`config.mk`:
```
export PLATFORM = sky130hd
export DESIGN_NAME = onehot_encoder_seq
export DESIGN_NICKNAME = d
export VERILOG_FILES = /design/src/rtl/onehot_encoder_seq.sv
export SDC_FILE = /design/constraint.sdc
export NUM_CORES = 1
export LEC_CHECK = 0
export CAP_MARGIN = 20
export CORE_MARGIN = 10
export CORE_UTILIZATION = 40
export DETAILED_ROUTE_END_ITERATION = 6
export PLACE_DENSITY = 0.73
export RECOVER_POWER = 100
export SETUP_SLACK_MARGIN = 0.05
export SLEW_MARGIN = 5
export SYNTH_ARGS = -nofsm -noshare
export SYNTH_HDL_FRONTEND = slang
export SYNTH_SLANG_ARGS = --single-unit
```
`constraint.sdc`:
```
create_clock -name clk -period 1.5 [get_ports clk]
set_input_delay 0.15 -clock clk [delete_from_list [all_inputs] [get_ports clk]]
set_output_delay 0.15 -clock clk [all_outputs]
set_load 0.01 [all_outputs]
```
`src/rtl/onehot_encoder_seq.sv`:
```
// onehot_encoder_seq: 4-to-2 one-hot encoder with a one-deep valid/ready output
// register and a saturating count of good words.
// Define ONEHOT_ENC_PRIORITY_EN to encode multi-hot words as their highest set
// index; without it multi-hot words are flagged as errors.
module onehot_encoder_seq #(
    parameter int CNT_W = 8
) (
    input  logic             clk,
    input  logic             rst_n,
    input  logic             in_valid,
    input  logic [3:0]       in_onehot,
    output logic             in_ready,
    output logic             out_valid,
    input  logic             out_ready,
    output logic [1:0]       out_code,
    output logic             out_err,
    output logic [CNT_W-1:0] good_cnt
);
    typedef enum logic {EMPTY, FULL} state_t;

    state_t     state;
    logic       accept;
    logic [1:0] enc_code;
    logic       enc_err;

    // A full slot can still take a new word in the same cycle it is drained
    assign in_ready  = (state == EMPTY) | out_ready;
    assign accept    = in_valid & in_ready;
    assign out_valid = (state == FULL);

`ifdef ONEHOT_ENC_PRIORITY_EN
    // Highest set bit wins; only the all-zero word is illegal
    always_comb begin
        enc_err  = (in_onehot == 4'b0000);
        enc_code = in_onehot[3] ? 2'd3 : in_onehot[2] ? 2'd2 : in_onehot[1] ? 2'd1 : 2'd0;
    end
`else
    // Exactly one bit must be set; anything else encodes as 00 with an error
    always_comb begin
        enc_err  = (in_onehot == 4'b0000) || ((in_onehot & (in_onehot - 4'd1)) != 4'b0000);
        enc_code = enc_err ? 2'd0 : {in_onehot[3] | in_onehot[2], in_onehot[3] | in_onehot[1]};
    end
`endif

    // Output slot FSM with registered result and saturating good-word counter
    always_ff @(posedge clk or negedge rst_n) begin
        if (!rst_n) begin
            state    <= EMPTY;
            out_code <= 2'd0;
            out_err  <= 1'b0;
            good_cnt <= '0;
        end else if (accept) begin
            state    <= FULL;
            out_code <= enc_code;
            out_err  <= enc_err;
            if (!enc_err && !(&good_cnt))
                good_cnt <= good_cnt + CNT_W'(1);
        end else if (out_ready) begin
            state <= EMPTY;
        end
    end
endmodule

```
## Word level (Yosys, flattened, before mapping)

Index checks and enable logic that the tools add are counted.

- Bits in registers: 12
- Output and inout bits: 13
- Logic and storage cells: 24
- Bits of input ports: 8

- Reductions and logical operators: 9
- Mux-type cells: 3
- Bitwise gates (word level): 6
- Add/subtract/negate cells: 2

Operators with widths:

| operator | number |
|---|---|
| $add 8x1->8 const B | 1 |
| $reduce_and 8->1 | 1 |
| $and 4x4->4 | 1 |
| $logic_not 4->1 | 1 |
| $reduce_bool 4->1 | 1 |
| $sub 4x1->4 const B | 1 |
| $or 1x1->1 | 3 |
| $logic_not 1->1 | 2 |
| $mux 1 | 2 |
| $mux 2 | 1 |
| $reduce_and 2->1 | 1 |
| $reduce_bool 2->1 | 1 |
| $and 1x1->1 | 1 |
| $logic_and 1x1->1 | 1 |
| $logic_or 1x1->1 | 1 |
| $not 1->1 | 1 |

## Depth between registers and ports, before layout

Gate-level depths: netlist of run 1.

- Depth in word-level cells: 7
- Mapped depth: 5
- Gate-level depth less buffers: 5

## Least setup slack after synthesis of run 1

Ideal clock, no wire load.

- Kind: input-to-reg
- From: in in_onehot[1]
- To: reg good_cnt[6]
- Stages on the path: 5
- Path slack: -0.152 ns
- Setup time: 0.128 ns
- Path buffers: 1
- Required time: 1.372 ns
- Arrival: 1.524 ns
- Path through: or4b_1 -> o311a_1 -> buf_6 -> nor4_4 -> mux2_1

- Cells in the longest elaborated chain, start to end: 7
- Elaborated cells between the ends (all ways): 8
- Those cells by class: 1 x add/sub; 1 x bitwise; 6 x reduce/logical

Ends and longest elaborated chain:

| element | line | source |
|---|---|---|
| start: declaration | 11 | `input logic [3:0] in_onehot,` |
| $sub 4x1->4 | 40 | `enc_err = (in_onehot == 4'b0000) \|\| ((in_onehot & (in_onehot - 4'd1)) != 4'b0000);` |
| $and 4x4->4 | 40 |  |
| $reduce_bool 4->1 | 40 |  |
| $logic_or 1x1->1 (*) | 40 |  |
| $logic_not 1->1 (*) | 56 | `if (!enc_err && !(&good_cnt))` |
| $logic_and 1x1->1 (*) | 56 |  |
| $reduce_and 2->1 (no source line) (*) | n/a |  |
| end signal: assignment | 57 | `good_cnt <= good_cnt + CNT_W'(1);` |
| end: declaration | 17 | `output logic [CNT_W-1:0] good_cnt` |

Mark *: on every way between the ends. The rest lies on a longest branch, timed or not.
A chain may end at the register's enable or synchronous reset.

## Final worst setup path of run 1

- From: in in_onehot[0]
- To: reg good_cnt[1]

The elaborated chain is that of the path after synthesis.

==> flow_summary.yaml, run 1 <==
final_layout:
  diodes: 0
  nets: 116
  fillerInstances: 101
  drive_gt1_share_pct: 51.9
  syn_to_final_growth_pct: 84.0
  postLayoutCoreUtil_pct: 79.3
route:
  routedWlPerCell_um: 16.0
  drt_iter0_drc: 6
  drtPass1Iterations: 4
  drc: 0
  vias_per_cell: 5.42
  vias: 661
  ant_nets: 0
  routed_wl_mm: 1.95
synth:
  synth_area_um2: 664
  avgSynthCellArea_um2: 11.9
  synth_edf_count: 0
  netlist_instances: 56
  ys_ff_latch: 12
  yosysTopAreaCellShare_pct: 45.2
  ys_seq_area_share_pct: 45.2
  yosysWarnings: 0
  synth.top_cells.by_area: "dfrtp_1, nor4_4, xor2_1"
  yosysTopAreaCell: "dfrtp_1"
  syn-num-nets: 65
  async_flop_share_pct: 100
  synth.distinct_cells: 25
  ys.flop_type: "dfrtp_1"
flow_run:
  drv_cap: 0
power:
  intPower_uw: 871
  p_leak_nw: 0.554
  seq_power_share_pct: 33.5
  p_switching_uw: 415
  swShare_pct: 32.3
  powerDensity_mw_per_mm2: 1050
  clockPowerShare_pct: 20.4
  p_comb_share_pct: 46.1
  power.total_mw: 1.29
  peakVddDrop_v: 0.000930
floorplanning:
  dieWidth_um: 60.8
  die_h_um: 60.8
  start_util_pct: 43.1
  io_pins: 21
  dieArea_mm2: 0.00369
  rows: 14
  core_mm2: 0.00154
place:
  gp_congestion: 0.794
  hpwl_mm: 1.29
  port_buffers: 20
outcome:
  status: "finished, final reports clean"
clock_tree:
  cts_buffer_depth: 2
  numCtsBuffers: 3
  htree_num_levels: 1
  clock-root-buffer: "clkbuf_4"
  tritoncts: "done"
  cts-hold-fix-buffers: 0
  path_clk_slew_ns: 0.08
  insertion_delay_ns: 0.27
  cts.sinks: 12
global_routing:
  grtUsageTotal_pct: 10.6
  grt_first_pass_wirelength_mm: 3.00
  grt_overflow: 0
  grt_max_degree: 13
  antenna_found_initial: 0
  grt_pass1_vias: 631
critical_path:
  critPathLaunchType: "primary input"
  path_class: "primary input to flip-flop"
  slowest_delay_ns: 0.54
  path_depth: 6
  worstPathMaxFanout: 3
  cp_slowest_cell: "or4b_4"
  end_kind: "flip-flop"
  crit_buf_inv: 2
  crit-reg2reg-capture: "good_cnt[6]"
  crit_chain: "buf_6 > or4b_4 > o311a_4 > buf_6 > nor3_4 > mux2_4"
  crit_arrival_ns: 1.59
  endpoint: "good_cnt[1]"
  cpMostUsedCell: "buf_6"
  cp.required_ns: 1.66
  crit_family: "simple AND/OR/NAND/NOR gates"
  reg2reg_depth: 4
  startpoint: "in_onehot[0]"
  r2r_slack_ns: 0.08
  timing.rr.start: "good_cnt[1]"
hold_path:
  hold_path.class: "primary input to flip-flop"
  min_from: "in_onehot[3]"
timing:
  relSlewSlack_pct: 62.2
  fin_worst_skew_ns: 0.00211
  rsz0062_at_grt: "true"
  setup_viol: 0
  tns_ns: 0
  period_minus_slack_ns: 1.43
  slew_viol_final: 0
  period_share_pct: 95.3
  hold_viol_final: 0
  fmaxAchievable_mhz: 700
  tightest_slew_ns: 0.564
==> power groups by stage <==
| stage | combinational, mW | sequential [mW] | clock [mW] |
|---|---|---|---|
| after CTS | 0.512 | 0.436 | 0.275 |
| after global placement | 0.463 | 0.442 | 0 |
| after global routing | 0.645 | 0.442 | 0.292 |
| after detailed placement | 0.476 | 0.446 | 0 |
| after floorplan | 0.159 | 0.478 | 0 |
| final | 0.593 | 0.430 | 0.263 |
==> worst reg2reg max path, stage by stage (launching register included) <==
cell	delay [ns]
dfrtp_1	0.39
ha_2	0.22
nand3_4	0.10
nor4_4	0.26
mux2_1	0.34
==> cell type report <==
class                   count  area (um^2)  share of cell area [%]
flip-flops and latches     12          303                    24.8
multi-input cells          44          467                    38.2
repair buffers             46          397                    32.4
well taps                  16         20.0                    1.64
clock buffers               4         36.3                    2.97
==> worst min-delay path by stage <==
stage / endpoint / depth (start not counted)
4_1_cts: out_code[0] / 3
2_1_floorplan: good_cnt[0] / 0
5_1_grt: out_code[0] / 3
6_report: out_code[0] / 3
3_3_place_gp: out_code[0] / 2
3_5_place_dp: out_code[0] / 2
==> kinds of logic (layout without fill, tap and decap cells) <==
group / Yosys count / in the layout / synth area share, %
buffers and inverters: 1 / 50 / 1.69
and+or+nand+nor: 26 / 26 / 28.2
adders and majority gates: 1 / 1 / 1.88
DFF: 12 / 12 / 45.2
xor gates and xnor gates: 5 / 5 / 6.59
muxes: 4 / 4 / 6.78
AOI/OAI and AO/OA: 7 / 8 / 9.61
==> sequential cells by signal (all words and copies together) (netlist names) <==
register   cells
good_cnt       8
out_code       2
out_err        1
out_valid      1
==> synthesized netlist by cell type (all sizes together), types with 2 or more instances <==
master,n
mux2,4
and3,3
or4b,2
xor2,4
nor2,2
nor4,2
nor3,2
nand2b,4
dfrtp,12
nand2,6
nand3,3
==> routing by layer <==
metal	part of all wire (%)	track usage, %	wire [um]
met1	41	13.1	798
met2	51	16.4	990
met3	7.7	3.34	150
met4	0.61	4.70	12
met5	0	0	0
==> per-stage QoR <==
stage	worst slack (ns)	hold WS, ns	cells	cell area [um^2]
floorplan	-0.0191	-0.146	56	692
global placement	-0.549	0.466	104	998
detailed placement	-0.610	0.479	104	998
CTS	0.00121	0.177	115	1120
global route	0.00421	0.210	122	1220
finish	0.0706	0.197	122	1220
==> timing repair <==
| item | CTS | global route |
|---|---|---|
| setup buffers | 6 | 8 |
| cloned | 1 | 0 |
| endpoints found under the setup margin | 16 | 12 |
| pin swaps | 5 | 7 |
| resized for setup | 27 | 14 |
==> placed cells by master (no fill, tap or decap), types with 2 or more instances in the layout <==
cell and n:
and3_1 3, buf_2 2, buf_4 22, buf_6 3, clkbuf_4 4, clkdlybuf4s50_1 7, dfrtp_1 10, dfrtp_2 2
dlygate4sd2_1 3, dlygate4sd3_1 5, mux2_4 2, nand2_1 5, nand2b_1 4, nand3_4 2, nor2_1 2, nor3_4 2
nor4_4 2, or4b_4 2, xor2_1 4
Note: power is estimated with default switching activity, not from simulation.
==> run 2, diff against run 1 <==
--- a/config.mk
+++ b/config.mk
@@ -5,7 +5,7 @@
 export SDC_FILE = /design/constraint.sdc
 export NUM_CORES = 1
 export LEC_CHECK = 0
-export CAP_MARGIN = 20
+export CAP_MARGIN = 30
 export CORE_MARGIN = 10
 export CORE_UTILIZATION = 40
 export DETAILED_ROUTE_END_ITERATION = 6
==> results of run 2 <==
The final DEF is identical to that of run 1; final timing and power are the same.
==> run 3, diff against run 2 <==
--- a/config.mk
+++ b/config.mk
@@ -9,7 +9,7 @@
 export CORE_MARGIN = 10
 export CORE_UTILIZATION = 40
 export DETAILED_ROUTE_END_ITERATION = 6
-export PLACE_DENSITY = 0.73
+export PLACE_DENSITY = 0.84
 export RECOVER_POWER = 100
 export SETUP_SLACK_MARGIN = 0.05
 export SLEW_MARGIN = 5
==> run 3 against run 2 <==
  * Die area unchanged
  * Power fell by 3.7%
  * Sequential power up 2%
  * Non-clock buffer count decreased by 6
  * Clock power about the same
  * Clock skew is 0.0026 ns higher
  * Routed wire length grew 7.7%
  * Design area fell by 3.0%
  * Critical path depth fell by 1
  * Critical endpoint unchanged
  * Largest power group unchanged
  * Highest routed layer unchanged
==> flow_summary.yaml, run 3 (same netlist as run 1, synthesis figures left out) <==
critical_path:
  timing.rr.start: "good_cnt[1]"
  path_class: "flip-flop to flip-flop"
  critPathLaunchType: "flip-flop"
  end_kind: "flip-flop"
  worstPathMaxFanout: 4
  crit_arrival_ns: 1.61
  startpoint: "good_cnt[1]"
  cp.required_ns: 1.67
  reg2reg_depth: 5
place:
  hpwl_mm: 1.31
  dpl_worst_slack_ns: -0.621
  port_buffers: 20
  gp_congestion: 0.718
  dp_cells: 102
  placed_cell_area_um2: 983
outcome:
  status: "finished, final reports clean"
clock_tree:
  path_clk_slew_ns: 0.08
  cts_buffer_depth: 2
  insertion_delay_ns: 0.28
  tritoncts: "done"
  cts.sinks: 12
  clock-root-buffer: "clkbuf_4"
  cts-hold-fix-buffers: 0
  numCtsBuffers: 3
  htree_num_levels: 1
timing:
  fmaxAchievable_mhz: 692
  slew_viol_final: 0
  relSlewSlack_pct: 63.0
  fin_hold_ws_ns: 0.176
  rsz0062_at_grt: "true"
  period_minus_slack_ns: 1.45
  period_share_pct: 96.4
  setup_viol: 0
  fin_ws_ns: 0.0543
  tightest_slew_ns: 0.554
  fin_worst_skew_ns: 0.00473
  hold_viol_final: 0
final_layout:
  largest_reg_flops: 8
  reg_top3: "good_cnt: 8 flops, out_code: 2 flops"
  top_register: "good_cnt"
  layout_common_cells: "buf_4, dfrtp_1, clkdlybuf4s50_1, nand2_1, dlygate4sd3_1"
  final_cells: 116
  finalInstanceArea_mm2: 0.00119
  syn_to_final_growth_pct: 78.5
  diodes: 0
  nets: 110
  drive_gt1_share_pct: 51.0
  layout_commonest_cell: "buf_4"
floorplanning:
  dieArea_mm2: 0.00369
  io_pins: 21
  core_mm2: 0.00154
  start_util_pct: 43.1
  dieWidth_um: 60.8
  rows: 14
  die_h_um: 60.8
route:
  routedWlPerCell_um: 18.1
  vias: 657
  drtPass1Iterations: 4
  routed_wl_mm: 2.10
  drt_iter0_drc: 5
  drc: 0
  ant_nets: 0
  vias_per_cell: 5.66
global_routing:
  grt_overflow: 0
  grt_pass1_vias: 687
  grt_first_pass_wirelength_mm: 3.10
  grt_max_degree: 13
  grtUsageTotal_pct: 11.1
  antenna_found_initial: 0
power:
  powerDensity_mw_per_mm2: 1040
  peakVddDrop_v: 0.000833
  power.total_mw: 1.24
  p_leak_nw: 0.523
hold_path:
  min_from: "in_onehot[1]"
  hold_path_depth: 3
  hold_path.class: "primary input to flip-flop"
flow_run:
  drv_cap: 0
## run 3: layer usage
metal	GRT usage (%)	routed length, um	vias to the layer above
met5	0	0	-
met1	11.7	801	324
met4	8.15	52	0
li1	-	-	304
met2	17.6	1060	23
met3	4.38	183	6
## run 3: report_power, final
group	total, mW	internal (mW)	switching, mW
clock network	0.265	0.148	0.117
logic	0.536	0.303	0.233
registers	0.437	0.385	0.0517
total	1.24	0.836	0.402
## run 3: timing repair
| action | 4_1_cts | 5_1_grt |
|---|---|---|
| setup buffers | 9 | 0 |
| resized for setup | 27 | 17 |
| setup endpoints to repair | 15 | 12 |
| pin swaps | 6 | 8 |
| cloned | 1 | 0 |
## run 3: worst max-delay path, stage by stage (launching register included)
cell     delay, ns
dfrtp_1       0.42
ha_2          0.19
nand3_2       0.15
nor2_2        0.07
nor3_4        0.19
mux2_4        0.31
## run 3: final timing paths
kind	endpoint	slack, ns
max in group asynchronous	good_cnt[3]	0.81
min reg2reg	out_code[0]	0.49
max reg2reg	good_cnt[1]	0.05
max	good_cnt[1]	0.05
min in group asynchronous	good_cnt[0]	0.29
min	out_code[0]	0.18
## run 3: cell type report
cell class | count | area [um^2]
clock buffer | 4 | 36.3
fill | 101 | 355
multi-input combinational | 44 | 462
sequential | 12 | 304
tap | 16 | 20.0
timing repair buffer | 40 | 364
## run 3: through the flow
stage                     util (%)   TNS, ns
after global placement        63.8     -4.57
after global routing          76.9  -0.00111
after CTS                     73.5         0
final                         76.9         0
after floorplan                  -   -0.0565
after detailed placement      63.8     -5.15
